File: src/rtl/pipe_ctrl_pkg.sv
// rtl/pipe_ctrl_pkg.sv - shared types and constants for the pipeline stall/flush controller
package pipe_ctrl_pkg;

    typedef enum logic [1:0] {
        ST_RUN   = 2'd0,
        ST_MWAIT = 2'd1,
        ST_FLUSH = 2'd2
    } ctrl_state_t;

    localparam int FLUSH_CYCLES_DEF = 1;
    localparam int FLUSH_CNT_W      = 3;
    localparam int STALL_CNT_W      = 32;
    localparam int MISP_CNT_W       = 16;
    localparam int REG_IDX_W        = 5;

    typedef struct packed {
        logic pc_stall;
        logic ifid_stall;
        logic idex_stall;
        logic exmem_stall;
        logic ifid_flush;
        logic idex_flush;
        logic memwb_flush;
    } strobes_t;

    // Data memory busy: freeze everything up to EX/MEM and drain a bubble into MEM/WB.
    function automatic strobes_t mem_wait_strobes();
        strobes_t s;
        s             = '0;
        s.pc_stall    = 1'b1;
        s.ifid_stall  = 1'b1;
        s.idex_stall  = 1'b1;
        s.exmem_stall = 1'b1;
        s.memwb_flush = 1'b1;
        return s;
    endfunction

endpackage

File: src/rtl/hazard_detect.sv
// rtl/hazard_detect.sv - combinational load-use hazard compare between ID sources and EX load
module hazard_detect
    import pipe_ctrl_pkg::*;
(
    input  logic [REG_IDX_W-1:0] i_rs1,
    input  logic [REG_IDX_W-1:0] i_rs2,
    input  logic                 i_rs1_en,
    input  logic                 i_rs2_en,
    input  logic [REG_IDX_W-1:0] i_rd,
    input  logic                 i_rd_en,
    input  logic                 i_load,
    output logic                 o_hazard
);

    logic w_rs1_hit;
    logic w_rs2_hit;
    logic w_rd_live;

    // x0 never carries a real dependency.
    assign w_rd_live = i_load & i_rd_en & (i_rd != '0);
    assign w_rs1_hit = i_rs1_en & (i_rs1 == i_rd);
    assign w_rs2_hit = i_rs2_en & (i_rs2 == i_rd);
    assign o_hazard  = w_rd_live & (w_rs1_hit | w_rs2_hit);

endmodule

File: src/rtl/pipe_hazard_ctrl.sv
// rtl/pipe_hazard_ctrl.sv - central stall/flush controller with saturating stall and mispredict counters
module pipe_hazard_ctrl
    import pipe_ctrl_pkg::*;
#(
    parameter int                     FLUSH_CYCLES = FLUSH_CYCLES_DEF,
    parameter logic [STALL_CNT_W-1:0] STALL_MAX    = '1,
    parameter logic [MISP_CNT_W-1:0]  MISP_MAX     = '1
) (
    input  logic                   clk,
    input  logic                   rst,
    input  logic [REG_IDX_W-1:0]   id_rs1,
    input  logic [REG_IDX_W-1:0]   id_rs2,
    input  logic                   id_rs1_en,
    input  logic                   id_rs2_en,
    input  logic [REG_IDX_W-1:0]   ex_rd,
    input  logic                   ex_rd_en,
    input  logic                   ex_load,
    input  logic                   ex_mispredict,
    input  logic [31:0]            ex_target,
    input  logic                   mem_req,
    input  logic                   mem_ack,
    output logic                   pc_stall,
    output logic                   ifid_stall,
    output logic                   idex_stall,
    output logic                   exmem_stall,
    output logic                   ifid_flush,
    output logic                   idex_flush,
    output logic                   memwb_flush,
    output logic                   pc_redirect,
    output logic [31:0]            pc_target,
    output logic [STALL_CNT_W-1:0] stall_cycles,
    output logic [MISP_CNT_W-1:0]  mispredict_cnt
);

    ctrl_state_t            r_state;
    ctrl_state_t            w_state_nxt;
    logic [FLUSH_CNT_W-1:0] r_flush_left;
    logic [FLUSH_CNT_W-1:0] w_flush_left_nxt;
    logic [STALL_CNT_W-1:0] r_stall_cycles;
    logic [MISP_CNT_W-1:0]  r_misp_cnt;

    logic                   w_load_use;
    logic                   w_mem_wait;
    logic                   w_blocked;
    logic                   w_accept_misp;
    logic                   w_redirect;
    logic [31:0]            w_target;
    strobes_t               w_strb;

    hazard_detect u_hazard_detect (
        .i_rs1    (id_rs1),
        .i_rs2    (id_rs2),
        .i_rs1_en (id_rs1_en),
        .i_rs2_en (id_rs2_en),
        .i_rd     (ex_rd),
        .i_rd_en  (ex_rd_en),
        .i_load   (ex_load),
        .o_hazard (w_load_use)
    );

    assign w_mem_wait = mem_req & ~mem_ack;
    // Once waiting, only the acknowledge releases the freeze.
    assign w_blocked  = (r_state == ST_MWAIT) ? ~mem_ack : w_mem_wait;

    always_comb begin
        w_state_nxt      = r_state;
        w_flush_left_nxt = r_flush_left;
        w_strb           = '0;
        w_redirect       = 1'b0;
        w_target         = '0;
        w_accept_misp    = 1'b0;

        unique case (r_state)
            ST_RUN, ST_MWAIT: begin
                if (w_blocked) begin
                    w_strb      = mem_wait_strobes();
                    w_state_nxt = ST_MWAIT;
                end else if (ex_mispredict) begin
                    w_redirect        = 1'b1;
                    w_target          = ex_target;
                    w_strb.ifid_flush = 1'b1;
                    w_strb.idex_flush = 1'b1;
                    w_flush_left_nxt  = FLUSH_CNT_W'(FLUSH_CYCLES);
                    w_state_nxt       = ST_FLUSH;
                    w_accept_misp     = 1'b1;
                end else begin
                    w_state_nxt = ST_RUN;
                    if (w_load_use) begin
                        w_strb.pc_stall   = 1'b1;
                        w_strb.ifid_stall = 1'b1;
                        w_strb.idex_flush = 1'b1;
                    end
                end
            end
            ST_FLUSH: begin
                // A memory wait pauses the flush sequence without consuming a flush cycle.
                if (w_mem_wait) begin
                    w_strb = mem_wait_strobes();
                end else begin
                    w_strb.ifid_flush = 1'b1;
                    if (r_flush_left <= FLUSH_CNT_W'(1)) begin
                        w_flush_left_nxt = '0;
                        w_state_nxt      = ST_RUN;
                    end else begin
                        w_flush_left_nxt = r_flush_left - FLUSH_CNT_W'(1);
                    end
                end
            end
            default: begin
                w_state_nxt      = ST_RUN;
                w_flush_left_nxt = '0;
            end
        endcase

        if (rst) begin
            w_strb     = '0;
            w_redirect = 1'b0;
            w_target   = '0;
        end
    end

    always_ff @(posedge clk) begin
        if (rst) begin
            r_state        <= ST_RUN;
            r_flush_left   <= '0;
            r_stall_cycles <= '0;
            r_misp_cnt     <= '0;
        end else begin
            r_state      <= w_state_nxt;
            r_flush_left <= w_flush_left_nxt;
            if (w_strb.pc_stall && (r_stall_cycles != STALL_MAX)) begin
                r_stall_cycles <= r_stall_cycles + STALL_CNT_W'(1);
            end
            if (w_accept_misp && (r_misp_cnt != MISP_MAX)) begin
                r_misp_cnt <= r_misp_cnt + MISP_CNT_W'(1);
            end
        end
    end

    assign pc_stall       = w_strb.pc_stall;
    assign ifid_stall     = w_strb.ifid_stall;
    assign idex_stall     = w_strb.idex_stall;
    assign exmem_stall    = w_strb.exmem_stall;
    assign ifid_flush     = w_strb.ifid_flush;
    assign idex_flush     = w_strb.idex_flush;
    assign memwb_flush    = w_strb.memwb_flush;
    assign pc_redirect    = w_redirect;
    assign pc_target      = w_target;
    assign stall_cycles   = r_stall_cycles;
    assign mispredict_cnt = r_misp_cnt;

endmodule

File: config.mk
export PLATFORM = sky130hd
export DESIGN_NAME = pipe_hazard_ctrl
export DESIGN_NICKNAME = d
export VERILOG_FILES = /design/src/rtl/pipe_ctrl_pkg.sv /design/src/rtl/hazard_detect.sv /design/src/rtl/pipe_hazard_ctrl.sv
export SDC_FILE = /design/constraint.sdc
export NUM_CORES = 1
export LEC_CHECK = 0
export ABC_AREA = 1
export CORE_UTILIZATION = 41
export DETAILED_ROUTE_END_ITERATION = 10
export PLACE_DENSITY = 0.88
export SYNTH_ARGS = -nofsm -noshare
export SYNTH_HDL_FRONTEND = slang
export SYNTH_SLANG_ARGS = --single-unit
File: constraint.sdc
create_clock -name clk -period 1.6 [get_ports clk]
set_input_delay 0.24 -clock clk [delete_from_list [all_inputs] [get_ports clk]]
set_output_delay 0.24 -clock clk [all_outputs]
set_load 0.05 [all_outputs]
==> flow_metrics.env <==
export IMPL_worst_slew_pin_slew_ps=454
export IMPL_grt_max_degree=37
export IMPL_clockBufferDepth=2
export IMPL_cp_max_fo=4
export IMPL_overflow=0
export IMPL_finalHoldViolCount=0
export IMPL_vias_per_cell=5.42
export IMPL_areaGrowthSynthToFinish_pct=76.6
export IMPL_grtUsageTotal=0.305
export IMPL_pre_cts_ws_ps=-476
export IMPL_clk_latency_ps=310
export IMPL_worstPathArrival_ps=1660
export IMPL_max_slew_margin_rel=0.698
export IMPL_vias=5217
export IMPL_ios=144
export IMPL_synthCells=650
export IMPL_fillers=618
export IMPL_drive_gt1_frac=0.359
export IMPL_synth_cell_types=32
export IMPL_io_buffers=143
export IMPL_cts_buffers=5
export IMPL_wl_mm=15.4
export IMPL_synth_seq_area_share=0.276
export IMPL_max_freq_mhz=527
export IMPL_avgSynthCellArea_um2=5.91
export IMPL_drt_iter0_drc=449
export IMPL_core_um2=8890
export IMPL_post_drt_wl_per_cell_um=16.0
export IMPL_ant_nets=0
export IMPL_crit_path_start_kind="flip-flop"
export IMPL_synth_seq_cells=53
export IMPL_run_status="complete, but fails checks"
export IMPL_die_x_um=98.8
export IMPL_firstDrtPassIters=7
export IMPL_synth_nets=710
export IMPL_p_leak_nw=3.05
export IMPL_maxCapViolations=0
export IMPL_cts_sink_count=53
export IMPL_multi_input_area_um2=2760
export IMPL_end_kind="primary output"
export IMPL_place_congestion=1.01
export IMPL_cts_root_buf="clkbuf_8"
export IMPL_cts_htree_levels=2
export IMPL_die_h_um=98.8
export IMPL_cp_required_ps=1360
export IMPL_drc=0
export IMPL_rsz0062_at_grt="yes"
export IMPL_min_period_ps=1900
export IMPL_setup_ws_ps=-296
export IMPL_slew_violations=0
export IMPL_synth_area_um2=3840
export IMPL_failed_checks="setup timing"
export IMPL_dp_hpwl_mm=10.1
export IMPL_clkTransAtPathRegs_ps=100
export IMPL_skew_ps=4.07
export IMPL_first_global_vias=5040
export IMPL_dieArea_um2=9760
export IMPL_final_nets=914
export IMPL_period_share=1.18
export IMPL_ir_drop_mv=0.476
export IMPL_finalSetupViolCount=72
export IMPL_total_power_mw=3.65
export IMPL_min_path_type="flip-flop to flip-flop"
export IMPL_grt_antenna_before_repair=0
export IMPL_start_util=0.432
export IMPL_grt_pass1_wl_mm=24.2
export IMPL_cts_tree="yes"
export IMPL_p_per_area_nw_per_um2=538
export IMPL_n_antenna_cell=0
export IMPL_yosysWarnings=0
export IMPL_critical_path_class="flip-flop to primary output"
export IMPL_seqCellArea_um2=1140
export IMPL_row_count=34
## layout make-up
| type | count | share of cell area |
|---|---|---|
| clock buffer | 5 | 0.0101 |
| sequential | 53 | 0.168 |
| clock inverter | 3 | 0.00960 |
| inverter | 84 | 0.0483 |
| tap | 108 | 0.0199 |
| timing repair buffer | 222 | 0.337 |
| multi-input combinational | 488 | 0.407 |
## per-layer routing
layer  up-vias  wire (um)  GRT usage  part of all wire
li1       2456          -          -                 -
met1      2377       5880      0.350              0.38
met2       318       7710      0.564              0.50
met3        66       1300     0.0489             0.084
met4         0        561      0.116             0.036
met5         -          0          0                 0
## synth_stat cells
cell type	n	area [um2]
buf_4	9	67.6
a21boi_1	1	7.51
buf_2	5	25.0
nand3_4	1	17.5
a21oi_1	47	235
nor3_2	1	10.0
nor4_1	1	6.26
nor3_1	4	20.0
a31oi_1	1	6.26
dfxtp_1	53	1060
nor2_2	1	6.26
nand4_4	1	21.3
nand4_1	36	225
nand2_1	201	754
xnor2_1	9	78.8
nand3_1	15	75.1
nand3_2	2	20.0
o21ai_2	1	8.76
inv_2	4	15.0
nand3b_1	13	97.6
o21ba_2	1	10.0
a211oi_1	1	7.51
inv_1	80	300
clkbuf_1	10	37.5
nor2_1	116	435
o21ai_0	11	55.1
o21ai_1	1	5.00
xor2_1	14	123
buf_6	1	11.3
ha_1	4	50.1
nor2_4	3	33.8
nand2_2	2	12.5
## stage by stage
step / instance area, um2 / TNS, ps / cells / utilization / hold WS, ps
2_1_floorplan: 4210 / -2580 / 650 / - / 433
3_3_place_gp: 6000 / -30830 / 933 / 0.675 / 458
3_5_place_dp: 6000 / -34390 / 933 / 0.675 / 466
4_1_cts: 6650 / -17640 / 962 / 0.748 / 481
5_1_grt: 6780 / -16660 / 963 / 0.763 / 501
6_report: 6780 / -10010 / 963 / 0.763 / 485
## critical path: stages, from the launching register on
cell	delay, ps
dfxtp_4	420
inv_4	50
nor2_4	110
nand3_2	80
a21boi_4	160
buf_6	130
nor2_4	230
buf_12	180
## state kept, by name, summed over array words and instances (netlist names)
register	cells
stall_cycles	32
mispredict_cnt	16
r_flush_left	3
r_state	2
## final timing paths
path / startpoint / end / slack [ps] / cells after the start
max: r_state[1] / memwb_flush / -300 / 7
min: mispredict_cnt[10] / mispredict_cnt[10] / 480 / 2
max reg2reg: stall_cycles[1] / stall_cycles[12] / -70 / 10
min reg2reg: mispredict_cnt[10] / mispredict_cnt[10] / 480 / 2
## cells in the final DEF, fill, tap and decap left out, drive strengths merged
master | synthesis | routed
bufinv | 0 | 2
a21boi | 1 | 1
nor3 | 5 | 5
xnor2 | 9 | 9
nand3b | 13 | 13
nand4 | 37 | 37
dlygate4sd2 | 0 | 3
inv | 84 | 84
clkbuf | 10 | 7
o21ba | 1 | 1
o21ai | 13 | 13
nor2 | 120 | 120
ha | 4 | 4
nand2 | 203 | 203
a31oi | 1 | 1
dlymetal6s2s | 0 | 13
nand3 | 18 | 18
xor2 | 14 | 14
buf | 15 | 165
dfxtp | 53 | 53
clkinv | 0 | 1
clkdlybuf4s50 | 0 | 39
a21oi | 47 | 47
a211oi | 1 | 1
nor4 | 1 | 1
## power by group
part           total, mW  leakage (nW)  internal [mW]  switching (mW)
clock               1.08        0.0681          0.622           0.459
combinational       1.21          2.53          0.534           0.677
sequential          1.35         0.454           1.33          0.0233
## kinds of logic (layout without fill, tap and decap cells)
group	Yosys count	count (layout)	synth area share
xor gates and xnor gates	23	23	0.0525
and+or+nand+nor	397	397	0.452
AOI/OAI and AO/OA	64	64	0.0873
adders and majority gates	4	4	0.0130
DFF	53	53	0.276
buffers and inverters	109	314	0.119
## repair_timing
action                                  in CTS  in global routing
resized for setup                           79                 52
pin swaps                                   14                 25
hold buffers                                 0                  0
setup buffers                               17                  4
endpoints found under the setup margin      86                 86
gates cloned                                 5                  2
No activity file was read; power rests on OpenSTA's default activity.
